==> config.mk <==
export PLATFORM = sky130hd
export DESIGN_NAME = io_input_capture
export DESIGN_NICKNAME = d
export VERILOG_FILES = /design/src/rtl/io_pkg.sv /design/src/rtl/debounce_filter.sv /design/src/rtl/io_input_capture.sv
export SDC_FILE = /design/constraint.sdc
export NUM_CORES = 1
export LEC_CHECK = 0
export ABC_AREA = 1
export CAP_MARGIN = 5
export CORE_AREA = 2 2 62 70
export CTS_BUF_LIST = sky130_fd_sc_hd__clkbuf_16
export DETAILED_ROUTE_END_ITERATION = 7
export DIE_AREA = 0 0 64 72
export PLACE_DENSITY = 0.74
export SYNTH_ARGS = -nofsm -noshare
export SYNTH_HDL_FRONTEND = slang
export SYNTH_SLANG_ARGS = --single-unit
==> constraint.sdc <==
create_clock -name clock -period 1.2 [get_ports clock]
set_input_delay 0.24 -clock clock [delete_from_list [all_inputs] [get_ports clock]]
set_output_delay 0.24 -clock clock [all_outputs]
set_load 0.02 [all_outputs]
==> src/rtl/io_pkg.sv <==
// Shared definitions for the IN-path input capture stage: FSM encoding,
// button polarity and the default debounce interval.
package io_pkg;

  typedef enum logic [1:0] {
    ST_IDLE         = 2'd0,
    ST_WAIT_RELEASE = 2'd1,
    ST_WAIT_PRESS   = 2'd2,
    ST_DONE         = 2'd3
  } state_t;

  localparam logic BTN_PRESSED  = 1'b0;
  localparam logic BTN_RELEASED = 1'b1;

  // 10 ms at 50 MHz
  localparam int DEF_DEBOUNCE_CYCLES = 500000;

endpackage

==> src/rtl/debounce_filter.sv <==
// Single-bit 2-flop synchroniser followed by a stable-count debouncer.
// The output only follows the synchronised input after DEBOUNCE_CYCLES steady cycles.
module debounce_filter
  import io_pkg::*;
#(
  parameter int   DEBOUNCE_CYCLES = DEF_DEBOUNCE_CYCLES,
  parameter logic RESET_LEVEL     = BTN_RELEASED
) (
  input  logic clock,
  input  logic reset,
  input  logic in,
  output logic out
);

  localparam int CNT_W = $clog2(DEBOUNCE_CYCLES + 1);
  localparam logic [CNT_W-1:0] CNT_LAST = CNT_W'(DEBOUNCE_CYCLES - 1);

  logic             r_sync1;
  logic             r_sync2;
  logic             r_level;
  logic [CNT_W-1:0] r_cnt;

  // Counter clears whenever input agrees with the accepted level, so it
  // saturates at CNT_LAST at most and cannot wrap.
  always_ff @(posedge clock) begin
    if (reset) begin
      r_sync1 <= RESET_LEVEL;
      r_sync2 <= RESET_LEVEL;
      r_level <= RESET_LEVEL;
      r_cnt   <= '0;
    end else begin
      r_sync1 <= in;
      r_sync2 <= r_sync1;
      if (r_sync2 == r_level) begin
        r_cnt <= '0;
      end else if (r_cnt == CNT_LAST) begin
        r_level <= r_sync2;
        r_cnt   <= '0;
      end else begin
        r_cnt <= r_cnt + 1'b1;
      end
    end
  end

  assign out = r_level;

endmodule

==> src/rtl/io_input_capture.sv <==
// Input handshake stage for the CPU IN path: synchronises switches and the
// confirm button, and hands one switch sample per request with a valid pulse.
module io_input_capture
  import io_pkg::*;
#(
  parameter int DATA_W          = 6,
  parameter int DEBOUNCE_CYCLES = DEF_DEBOUNCE_CYCLES
) (
  input  logic              clock,
  input  logic              reset,
  input  logic              btn_n,
  input  logic [DATA_W-1:0] switches,
  input  logic              req,
  output logic [DATA_W-1:0] data_out,
  output logic              valid,
  output logic              waiting
);

  logic              w_btn_db;
  logic [DATA_W-1:0] r_sw_sync1;
  logic [DATA_W-1:0] r_sw_sync2;
  state_t            r_state;
  logic [DATA_W-1:0] r_data;
  logic              r_valid;
  logic              r_waiting;

  debounce_filter #(
    .DEBOUNCE_CYCLES (DEBOUNCE_CYCLES),
    .RESET_LEVEL     (BTN_RELEASED)
  ) u_btn_db (
    .clock (clock),
    .reset (reset),
    .in    (btn_n),
    .out   (w_btn_db)
  );

  // Switches are only sampled at the press, so a plain synchroniser suffices.
  always_ff @(posedge clock) begin
    if (reset) begin
      r_sw_sync1 <= '0;
      r_sw_sync2 <= '0;
    end else begin
      r_sw_sync1 <= switches;
      r_sw_sync2 <= r_sw_sync1;
    end
  end

  always_ff @(posedge clock) begin
    if (reset) begin
      r_state   <= ST_IDLE;
      r_data    <= '0;
      r_valid   <= 1'b0;
      r_waiting <= 1'b0;
    end else begin
      r_valid <= 1'b0;
      case (r_state)
        ST_IDLE: begin
          if (req) begin
            r_state   <= ST_WAIT_RELEASE;
            r_waiting <= 1'b1;
          end
        end
        // A button still held from the previous IN must be let go first.
        ST_WAIT_RELEASE: begin
          if (!req) begin
            r_state   <= ST_IDLE;
            r_waiting <= 1'b0;
          end else if (w_btn_db == BTN_RELEASED) begin
            r_state <= ST_WAIT_PRESS;
          end
        end
        ST_WAIT_PRESS: begin
          if (!req) begin
            r_state   <= ST_IDLE;
            r_waiting <= 1'b0;
          end else if (w_btn_db == BTN_PRESSED) begin
            r_state   <= ST_DONE;
            r_data    <= r_sw_sync2;
            r_valid   <= 1'b1;
            r_waiting <= 1'b0;
          end
        end
        ST_DONE: begin
          if (!req) r_state <= ST_IDLE;
        end
        default: begin
          r_state   <= ST_IDLE;
          r_waiting <= 1'b0;
        end
      endcase
    end
  end

  assign data_out = r_data;
  assign valid    = r_valid;
  assign waiting  = r_waiting;

endmodule
==> impl_metrics.toml, run 1 <==
[floorplanning]
die_x_um = 64
pin_count = 18
die_h_um = 72
start_util_pct = 48.6
dieArea_um2 = 4610
core_area_um2 = 3870
rows = 24

[cells_and_area]
most-common-layout-cells = "nor2_1, buf_4, nand2_1"
stdcell_area_um2 = 3010
fillers = 216
layout.nets = 342
final_common_cell = "nor2_1"
multiInputGateArea_um2 = 1170
antenna_cells = 0
area_delta_synth_final_pct = 60.1
layout-drive-gt1-share_pct = 44.8
seq_area_um2 = 911

[setup_path]
r2r_cells = 8
crit_path_start_kind = "flip-flop"
rr_endpoint = "u_btn_db.r_cnt[16]$_SDFF_PP0_"
cp.required_ns = 1.39
cp_data_arrival_time_ns = 1.53
r2r_start = "u_btn_db.r_cnt[14]$_SDFF_PP0_"
endpoint_kind = "flip-flop"
critPathMaxFanout = 4
worstSetupPathType = "flip-flop to flip-flop"
r2r_slack_ns = -0.14

[worst_hold_path]
hold_depth = 2
hp-class = "flip-flop to flip-flop"
min_from = "r_sw_sync1[1]$_SDFF_PP0_"
min_to = "r_sw_sync2[1]$_SDFF_PP0_"

[synth]
synthDistinctLibCells = 26
synth_simple_gate_area_share_pct = 32.1
synth_top_cells_by_area = "dfxtp_1, nor2_1, nand2_1"
syn_inst = 259
ys_ff_latch = 44
synthesis.area_um2 = 1880
muxShareOfSynthArea_pct = 0
yosysSeqAreaShare_pct = 46.8
synth_top_area_share_pct = 46.8
synth_top_area_cell = "dfxtp_1"
synth-xor-area-share_pct = 2.33
synth_top_family_by_area = "simple AND/OR/NAND/NOR gates"
synth_compound_area_share_pct = 6.91
synth.avg_cell_area_um2 = 7.27
synth_fa_ha_area_share_pct = 3.32
yosys_warnings = 0
synth_nets = 274

[power]
switchingPower_uw = 969
combPwrFrac_pct = 16.7
p_leak_uw = 0.00130
intPower_uw = 2700
pwr-share-seq_pct = 43.4
clkPwrFrac_pct = 39.9
powerDensity_nw_per_um2 = 1220
swShare_pct = 26.4
irDropWorstVdd_mv = 0.980
total_power_uw = 3670

[placement]
dpl_cell_area_um2 = 2420
gp_congestion = 0.848
port_buffers = 17
dpl.hpwl_mm = 2.92

[sta]
fin_crit_ns = 1.34
hold_viol_final = 0
timing.slew.headroom_pct = 74.7
rsz0062_at_grt = "yes"
finalMaxSlewViolations = 0
tightestPinTransition_ns = 0.379
whs_ns = 0.402
fin_crit_sh_pct = 112
fin_skew_ns = 0.00643
worst_slack_ns = -0.145
setup_viol = 23
max_freq_mhz = 744

[cts]
clockRootBuffer = "clkbuf_16"
numCtsBuffers = 5
clkTransAtPathRegs_ns = 0.07
clk-insertion-delay-late_ns = 0.29
cts.htree.levels = 2
clock_sinks = 44
clock_path_buffers = 2
cts_tree = "built"

[global_routing]
antenna_found_initial = 0
grt_use_total_pct = 22.7
grt_max_degree = 17
gr-total-overflow = 0
grt_pass1_vias = 1877
grt_pass1_wl_mm = 8.08

[route]
routedWlPerCell_um = 14.9
drc = 0
drt.antenna.violating_nets = 0
viasPerCell = 5.21
drt_pass1_iterations = 4
drt-initial-drc-count = 120
drt_wl_total_mm = 5.66
vias = 1980

[flow_run]
cap_violations = 0

[outcome]
outcome = "finished, violations left"
violations = "negative setup slack"
metrics by stage:
step | TNS [ns] | util, % | std cells | worst slack (ns)
finish | -2.82 | 77.8 | 380 | -0.145
floorplan | 0 | - | 259 | 0.00201
detailed placement | -4.96 | 62.5 | 364 | -0.298
global placement | -3.52 | 62.5 | 364 | -0.228
global route | -4.20 | 77.8 | 380 | -0.202
CTS | -0.0919 | 71.5 | 378 | -0.0319
flip-flops by register name, indices dropped and copies added, names as in the netlist:
| register | cells |
|---|---|
| r_sw_sync1 | 6 |
| u_btn_db.r_sync2 | 1 |
| waiting | 1 |
| data_out | 6 |
| u_btn_db.r_sync1 | 1 |
| u_btn_db.r_cnt | 19 |
| valid | 1 |
| u_btn_db.out | 1 |
| r_sw_sync2 | 6 |
| r_state | 2 |
logic make-up after synthesis:
logic type	count (synthesis)
flip-flops	44
buffers and inverters	41
adder cells (fa/ha/maj)	5
AND/OR/NAND/NOR	139
XOR/XNOR	5
AO/OA/AOI/OAI	25
power by group through the flow:
stage / clock network, uW / registers [uW] / logic (uW)
after CTS: 1470 / 1560 / 410
after detailed placement: 0 / 1590 / 315
after global placement: 0 / 1590 / 300
after floorplan: 0 / 1600 / 192
final: 1460 / 1590 / 614
after global routing: 1550 / 1600 / 658
how the worst max path moves through the flow:
stage	cells past startpoint	slack, ns	start	to
after floorplan	7	0.002	r_state[0]$_SDFFE_PP0P_	data_out[0]$_SDFFE_PP0P_
after global placement	6	-0.23	req	r_state[1]$_SDFFE_PP0P_
after detailed placement	6	-0.30	req	r_state[1]$_SDFFE_PP0P_
after CTS	7	-0.03	r_state[1]$_SDFFE_PP0P_	r_state[1]$_SDFFE_PP0P_
after global routing	7	-0.20	u_btn_db.r_cnt[14]$_SDFF_PP0_	u_btn_db.r_cnt[8]$_SDFF_PP0_
final	8	-0.14	u_btn_db.r_cnt[14]$_SDFF_PP0_	u_btn_db.r_cnt[16]$_SDFF_PP0_
cells in the mapped netlist:
master     n
buf_6      1
o21ai_0   13
a21oi_2    1
nor2_2     2
nor2_1    62
clkbuf_1   2
xor2_1     2
nand2_4    1
xnor2_1    3
nand4_1    4
nor3_1     1
inv_2      1
nand3_2    3
or2_0      3
nand2_2    1
nand3_1   10
o21ai_1    1
ha_1       5
or2_2      3
o22ai_1    1
nor2_4     1
dfxtp_1   44
or2_1      1
a21oi_1    9
nand2_1   47
inv_1     37
layer usage:
layer  track usage [%]  up-vias  routed length, um
li1                  -      929                  -
met5                 0        -                  0
met2              40.6       78               3010
met4              13.3        0                222
met1              24.4      947               2150
met3              5.27       26                280
timing repair:
action	CTS	global route
hold endpoints to repair	0	0
gates cloned	0	0
hold buffers	0	0
setup endpoints to repair	37	34
pin swaps	17	28
resized for setup	65	81
setup buffers	6	2
worst max-delay path, cell delays in order, from the launching register on:
cell	delay (ns)
dfxtp_1	0.31
inv_1	0.12
nand3_1	0.12
nor2_2	0.25
nand3_4	0.15
nand2_8	0.11
inv_1	0.07
nand2_1	0.06
inv_1	0.04
layout make-up:
type / count / area share [%]
Multi-Input combinational cell: 174 / 38.9
Sequential cell: 44 / 30.2
Timing Repair Buffer: 64 / 18.1
Inverter: 38 / 5.15
Clock buffer: 6 / 4.98
Tap cell: 52 / 2.16
Clock inverter: 2 / 0.415
Power figures use the tool's default switching activity.
==> inputs of run 2 (changes only) <==
Settings changed: CELL_PAD_IN_SITES_DETAIL_PLACEMENT set to 0, CELL_PAD_IN_SITES_GLOBAL_PLACEMENT set to 2, CORE_AREA 2 2 62 70 to 2 2 74 84, DIE_AREA 0 0 64 72 to 0 0 76 86, PLACE_DENSITY 0.74 to 0.82.
Clock period 1.2 ns to 1.65 ns, I/O delays scaled along.
==> impl_metrics.toml, run 2 (synthesis results as in run 1) <==
[route]
drc = 0
routedWlPerCell_um = 9.94
drt-initial-drc-count = 40
vias = 1531
drt.antenna.violating_nets = 0
viasPerCell = 4.23
drt_wl_total_mm = 3.60
drt_pass1_iterations = 4

[placement]
dpl.hpwl_mm = 2.66
dp.cells = 354
gp_congestion = 0.804
port_buffers = 17

[sta]
hold_viol_final = 0
fin_crit_sh_pct = 95.1
timing.slew.headroom_pct = 83.7
fin_skew_ns = 0.00650
setup_viol = 0
max_freq_mhz = 637
final.setup.tns_ns = 0
tightestPinTransition_ns = 0.243
finalMaxSlewViolations = 0
rsz0062_at_grt = "no"
fin_crit_ns = 1.57

[setup_path]
rr_endpoint = "u_btn_db.r_cnt[16]$_SDFF_PP0_"
cp_top_family = "buffers and inverters"
crit_path_start_kind = "flip-flop"
r2r_start = "u_btn_db.r_cnt[1]$_SDFF_PP0_"
critPathMaxFanout = 2
critical-path-max-stage-delay_ns = 0.61
crit_buf_inv = 1
cp_data_arrival_time_ns = 1.24
crit_path_start = "data_out[1]$_SDFFE_PP0P_"
crit_path_end = "data_out[1]"
slowest_stage = "clkdlybuf4s50_1"
r2r_slack_ns = 0.19
endpoint_kind = "primary output"
cp.required_ns = 1.32
worstSetupPathType = "flip-flop to primary output"
r2r_cells = 8
path_depth = 1
path_cells = "clkdlybuf4s50_1"

[worst_hold_path]
hold_depth = 2
hp-class = "flip-flop to flip-flop"

[floorplanning]
core_area_um2 = 5620
start_util_pct = 33.5
die_h_um = 86
dieArea_um2 = 6540
rows = 29
pin_count = 18
die_x_um = 76

[cts]
cts_tree = "built"
clock_path_buffers = 2
clockRootBuffer = "clkbuf_16"
clkTransAtPathRegs_ns = 0.06
ctsHoldBuffers = 0
cts.htree.levels = 2
numCtsBuffers = 5
clk-insertion-delay-late_ns = 0.28
clock_sinks = 44

[cells_and_area]
largest_register_ffs = 19
fin_cells = 362
fillers = 602
utilization_pct = 41.6
area_delta_synth_final_pct = 24.3
most-common-layout-cells = "nor2_1, nand2_1, dfxtp_1"
top_register = "u_btn_db.r_cnt"
final_common_cell = "nor2_1"
antenna_cells = 0
layout-drive-gt1-share_pct = 8.77
layout.nets = 299

[outcome]
outcome = "complete, no violations"

[power]
p_leak_uw = 0.000930
powerDensity_nw_per_um2 = 1060
irDropWorstVdd_mv = 0.546

[flow_run]
cap_violations = 0

[global_routing]
grt_pass1_wl_mm = 6.33
grt_pass1_vias = 1476
grt_max_degree = 19
gr-total-overflow = 0
antenna_found_initial = 0
grt_use_total_pct = 12.1
[run 2: cell types whose count changed in the layout (fill, tap and decap cells not counted), sizes merged]
| cell | previous run | this run |
|---|---|---|
| clkdlybuf4s50 | 8 | 17 |
| dlymetal6s2s | 1 | 0 |
| bufinv | 0 | 1 |
| clkbuf | 11 | 5 |
| clkinvlp | 1 | 0 |
| clkinv | 1 | 2 |
| buf | 48 | 4 |
| clkdlybuf4s15 | 1 | 0 |
| dlygate4sd2 | 1 | 0 |
[run 2: power breakdown]
| part | leakage (uW) | total, uW | switching (uW) | internal [uW] |
|---|---|---|---|---|
| Combinational | 0.000490 | 225 | 123 | 102 |
| Sequential | 0.000358 | 1130 | 26.6 | 1110 |
| Clock | 0.0000814 | 1120 | 413 | 712 |
| Total | 0.000930 | 2480 | 562 | 1920 |
[run 2: metal layers]
metal  routed length [um]  vias up  global-route usage (%)
met5                    0        -                       0
met4                   64        0                    4.46
met3                  127        8                    3.47
met2                 1640       24                    21.5
met1                 1760      659                    13.8
li1                     -      840                       -
[run 2: cell type report]
type	count	area [um^2]	area share, %
flip-flops and latches	44	881	37.6
inverters	38	143	6.10
clock buffers	5	125	5.35
clock inverters	3	42.5	1.82
multi-input cells	174	852	36.4
well taps	77	96.3	4.12
repair buffers	21	200	8.56
[run 2: worst min path at each step]
| stage | from | slack, ns | end |
|---|---|---|---|
| finish | r_sw_sync1[0]$_SDFF_PP0_ | 0.40 | r_sw_sync2[0]$_SDFF_PP0_ |
| global route | r_sw_sync1[1]$_SDFF_PP0_ | 0.42 | r_sw_sync2[1]$_SDFF_PP0_ |
| CTS | r_sw_sync1[0]$_SDFF_PP0_ | 0.40 | r_sw_sync2[0]$_SDFF_PP0_ |
| detailed placement | r_sw_sync1[0]$_SDFF_PP0_ | 0.39 | r_sw_sync2[0]$_SDFF_PP0_ |
| global placement | r_sw_sync1[5]$_SDFF_PP0_ | 0.39 | r_sw_sync2[5]$_SDFF_PP0_ |
| floorplan | r_sw_sync1[0]$_SDFF_PP0_ | 0.39 | r_sw_sync2[0]$_SDFF_PP0_ |
[run 2: repair_timing]
item / in CTS / in global routing
setup buffers: 0 / 0
endpoints found under the setup margin: 0 / 2
gates resized for setup: 0 / 2
[run 2: worst reg2reg max path: cells and delay by family, from the launching register on]
kind / cells / cell delay (ns)
adders and majority gates: 1 / 0.22
buffers and inverters: 3 / 0.25
DFF: 1 / 0.37
and+or+nand+nor: 4 / 0.53
[run 2: metrics by stage]
stage          setup WS (ns)  cell area, um^2  hold slack (ns)  power [uW]
4_1_cts               0.0775             2330            0.401        2520
2_1_floorplan          0.327             1880            0.388        1300
6_report              0.0809             2340            0.400        2480
5_1_grt             0.000279             2340            0.417        2600
3_5_place_dp          0.0803             2160            0.392        1380
3_3_place_gp           0.106             2160            0.389        1390
==> inputs of run 3 (changes only) <==
Settings changed: CORE_AREA 2 2 74 84 to 3 3 75 85, DIE_AREA 0 0 76 86 to 0 0 78 88.
==> impl_metrics.toml, run 3 (synthesis results as in run 1) <==
[cells_and_area]
most-common-layout-cells = "nor2_1, nand2_1, dfxtp_1"
layout-drive-gt1-share_pct = 8.13
top_register = "u_btn_db.r_cnt"
antenna_cells = 0
final_common_cell = "nor2_1"
stdcell_area_um2 = 2300
layout.nets = 298
area_delta_synth_final_pct = 22.1
fillers = 610
fin_cells = 360
largest_register_ffs = 19

[floorplanning]
die_h_um = 88
core_area_um2 = 5660
dieArea_um2 = 6860
start_util_pct = 33.3
die_x_um = 78
rows = 29
pin_count = 18

[setup_path]
r2r_cells = 8
critPathMaxFanout = 2
critical-path-max-stage-delay_ns = 0.61
r2r_start = "u_btn_db.r_cnt[1]$_SDFF_PP0_"
path_cells = "clkdlybuf4s50_1"
cp.required_ns = 1.32
slowest_stage = "clkdlybuf4s50_1"
r2r_slack_ns = 0.17
endpoint_kind = "primary output"
worstSetupPathType = "flip-flop to primary output"
cp_data_arrival_time_ns = 1.23
crit_path_start_kind = "flip-flop"
rr_endpoint = "u_btn_db.r_cnt[15]$_SDFF_PP0_"
crit_buf_inv = 1
cp_top_family = "buffers and inverters"

[cts]
clock_path_buffers = 2
clkTransAtPathRegs_ns = 0.06
cts_setup_buffers = 0
clock_sinks = 44
ctsHoldBuffers = 0
cts.htree.levels = 2
cts_tree = "built"
clk-insertion-delay-late_ns = 0.28
numCtsBuffers = 5
ctsResizeCount = 0
clockRootBuffer = "clkbuf_16"

[route]
route.met2.wl_mm = 1.74
drt_pass1_iterations = 4
drt.antenna.violating_nets = 0
routedWlPerCell_um = 10.2
drt-met1-wl_mm = 1.74
top_layer = "met4"
drt-initial-drc-count = 49
viasPerCell = 4.29
wl_met3_um = 142
vias = 1544
drt_wl_total_mm = 3.68
drc = 0

[sta]
hold_viol_final = 0
setup_viol = 0
finalMaxSlewViolations = 0
final.setup.tns_ns = 0
rsz0062_at_grt = "no"
tightestPinTransition_ns = 0.282
fin_crit_sh_pct = 94.6
fin_crit_ns = 1.56
fin_skew_ns = 0.00286
max_freq_mhz = 641
worst_slack_ns = 0.0893
timing.slew.headroom_pct = 81.1

[worst_hold_path]
min_to = "r_sw_sync2[0]$_SDFF_PP0_"
min_from = "r_sw_sync1[0]$_SDFF_PP0_"
hold_depth = 2
hp-class = "flip-flop to flip-flop"

[power]
pwr-share-seq_pct = 49.1
intPower_uw = 1760
swShare_pct = 23.8
clkPwrFrac_pct = 41.0
p_leak_uw = 0.000911
irDropWorstVdd_mv = 0.473
switchingPower_uw = 549
powerDensity_nw_per_um2 = 1000
combPwrFrac_pct = 9.9

[placement]
port_buffers = 17
gp_congestion = 0.789
post-place-ws_ns = 0.0674
dp.cells = 353
dpl_cell_area_um2 = 2150
dpl.hpwl_mm = 2.74

[flow_run]
cap_violations = 0

[global_routing]
antenna_found_initial = 0
grt_use_total_pct = 12.2
grt_max_degree = 19
gr-total-overflow = 0
grt_pass1_vias = 1525
grt_pass1_wl_mm = 6.67

[outcome]
outcome = "complete, no violations"
-- run 3: cell count changes in the layout (fill, tap and decap cells not counted) --
cell / change
clkinv_4: -1
clkinv_2: +1
buf_4: -1
bufinv_16: -1
clkinvlp_4: +1
ha_2: -1
ha_1: +1
clkinv_1: -1
-- run 3: worst max path at each step --
stage                                            start                            end  slack, ns  cells after the start
final                         data_out[4]$_SDFFE_PP0P_                    data_out[4]       0.09                      1
after global routing      u_btn_db.r_cnt[1]$_SDFF_PP0_  u_btn_db.r_cnt[18]$_SDFF_PP0_      0.002                      8
after CTS                     data_out[4]$_SDFFE_PP0P_                    data_out[4]       0.07                      1
after detailed placement                           req        r_state[1]$_SDFFE_PP0P_       0.07                      6
after global placement                             req        r_state[1]$_SDFFE_PP0P_       0.10                      6
after floorplan           u_btn_db.r_cnt[0]$_SDFF_PP0_   u_btn_db.r_cnt[9]$_SDFF_PP0_       0.33                      7
-- run 3: power by group through the flow --
stage,combinational [uW],sequential [uW],clock (uW)
2_1_floorplan,140,1160,0
3_3_place_gp,232,1160,0
3_5_place_dp,229,1160,0
4_1_cts,231,1130,978
5_1_grt,265,1140,1030
6_report,229,1130,945
-- run 3: final cells by class --
| class | count | area (um^2) | area share (%) |
|---|---|---|---|
| clock buffer | 5 | 125 | 5.44 |
| clock inverter | 2 | 12.5 | 0.544 |
| inverter | 38 | 143 | 6.20 |
| multi-input combinational | 174 | 850 | 36.9 |
| sequential | 44 | 881 | 38.3 |
| tap | 77 | 96.3 | 4.19 |
| timing repair buffer | 20 | 193 | 8.38 |
-- run 3: metal layers --
| metal | track usage, % | vias up |
|---|---|---|
| li1 | - | 841 |
| met3 | 4.63 | 5 |
| met2 | 21.0 | 24 |
| met1 | 13.9 | 674 |
| met5 | 0 | - |
| met4 | 4.13 | 0 |
-- run 3: per-stage QoR --
step                      power [uW]  utilization, %  hold WS [ns]
final                           2310            40.6         0.401
after global routing            2430            40.6         0.420
after CTS                       2340            40.5         0.402
after detailed placement        1390            38.0         0.394
after global placement          1390            38.0         0.389
after floorplan                 1300               -         0.388
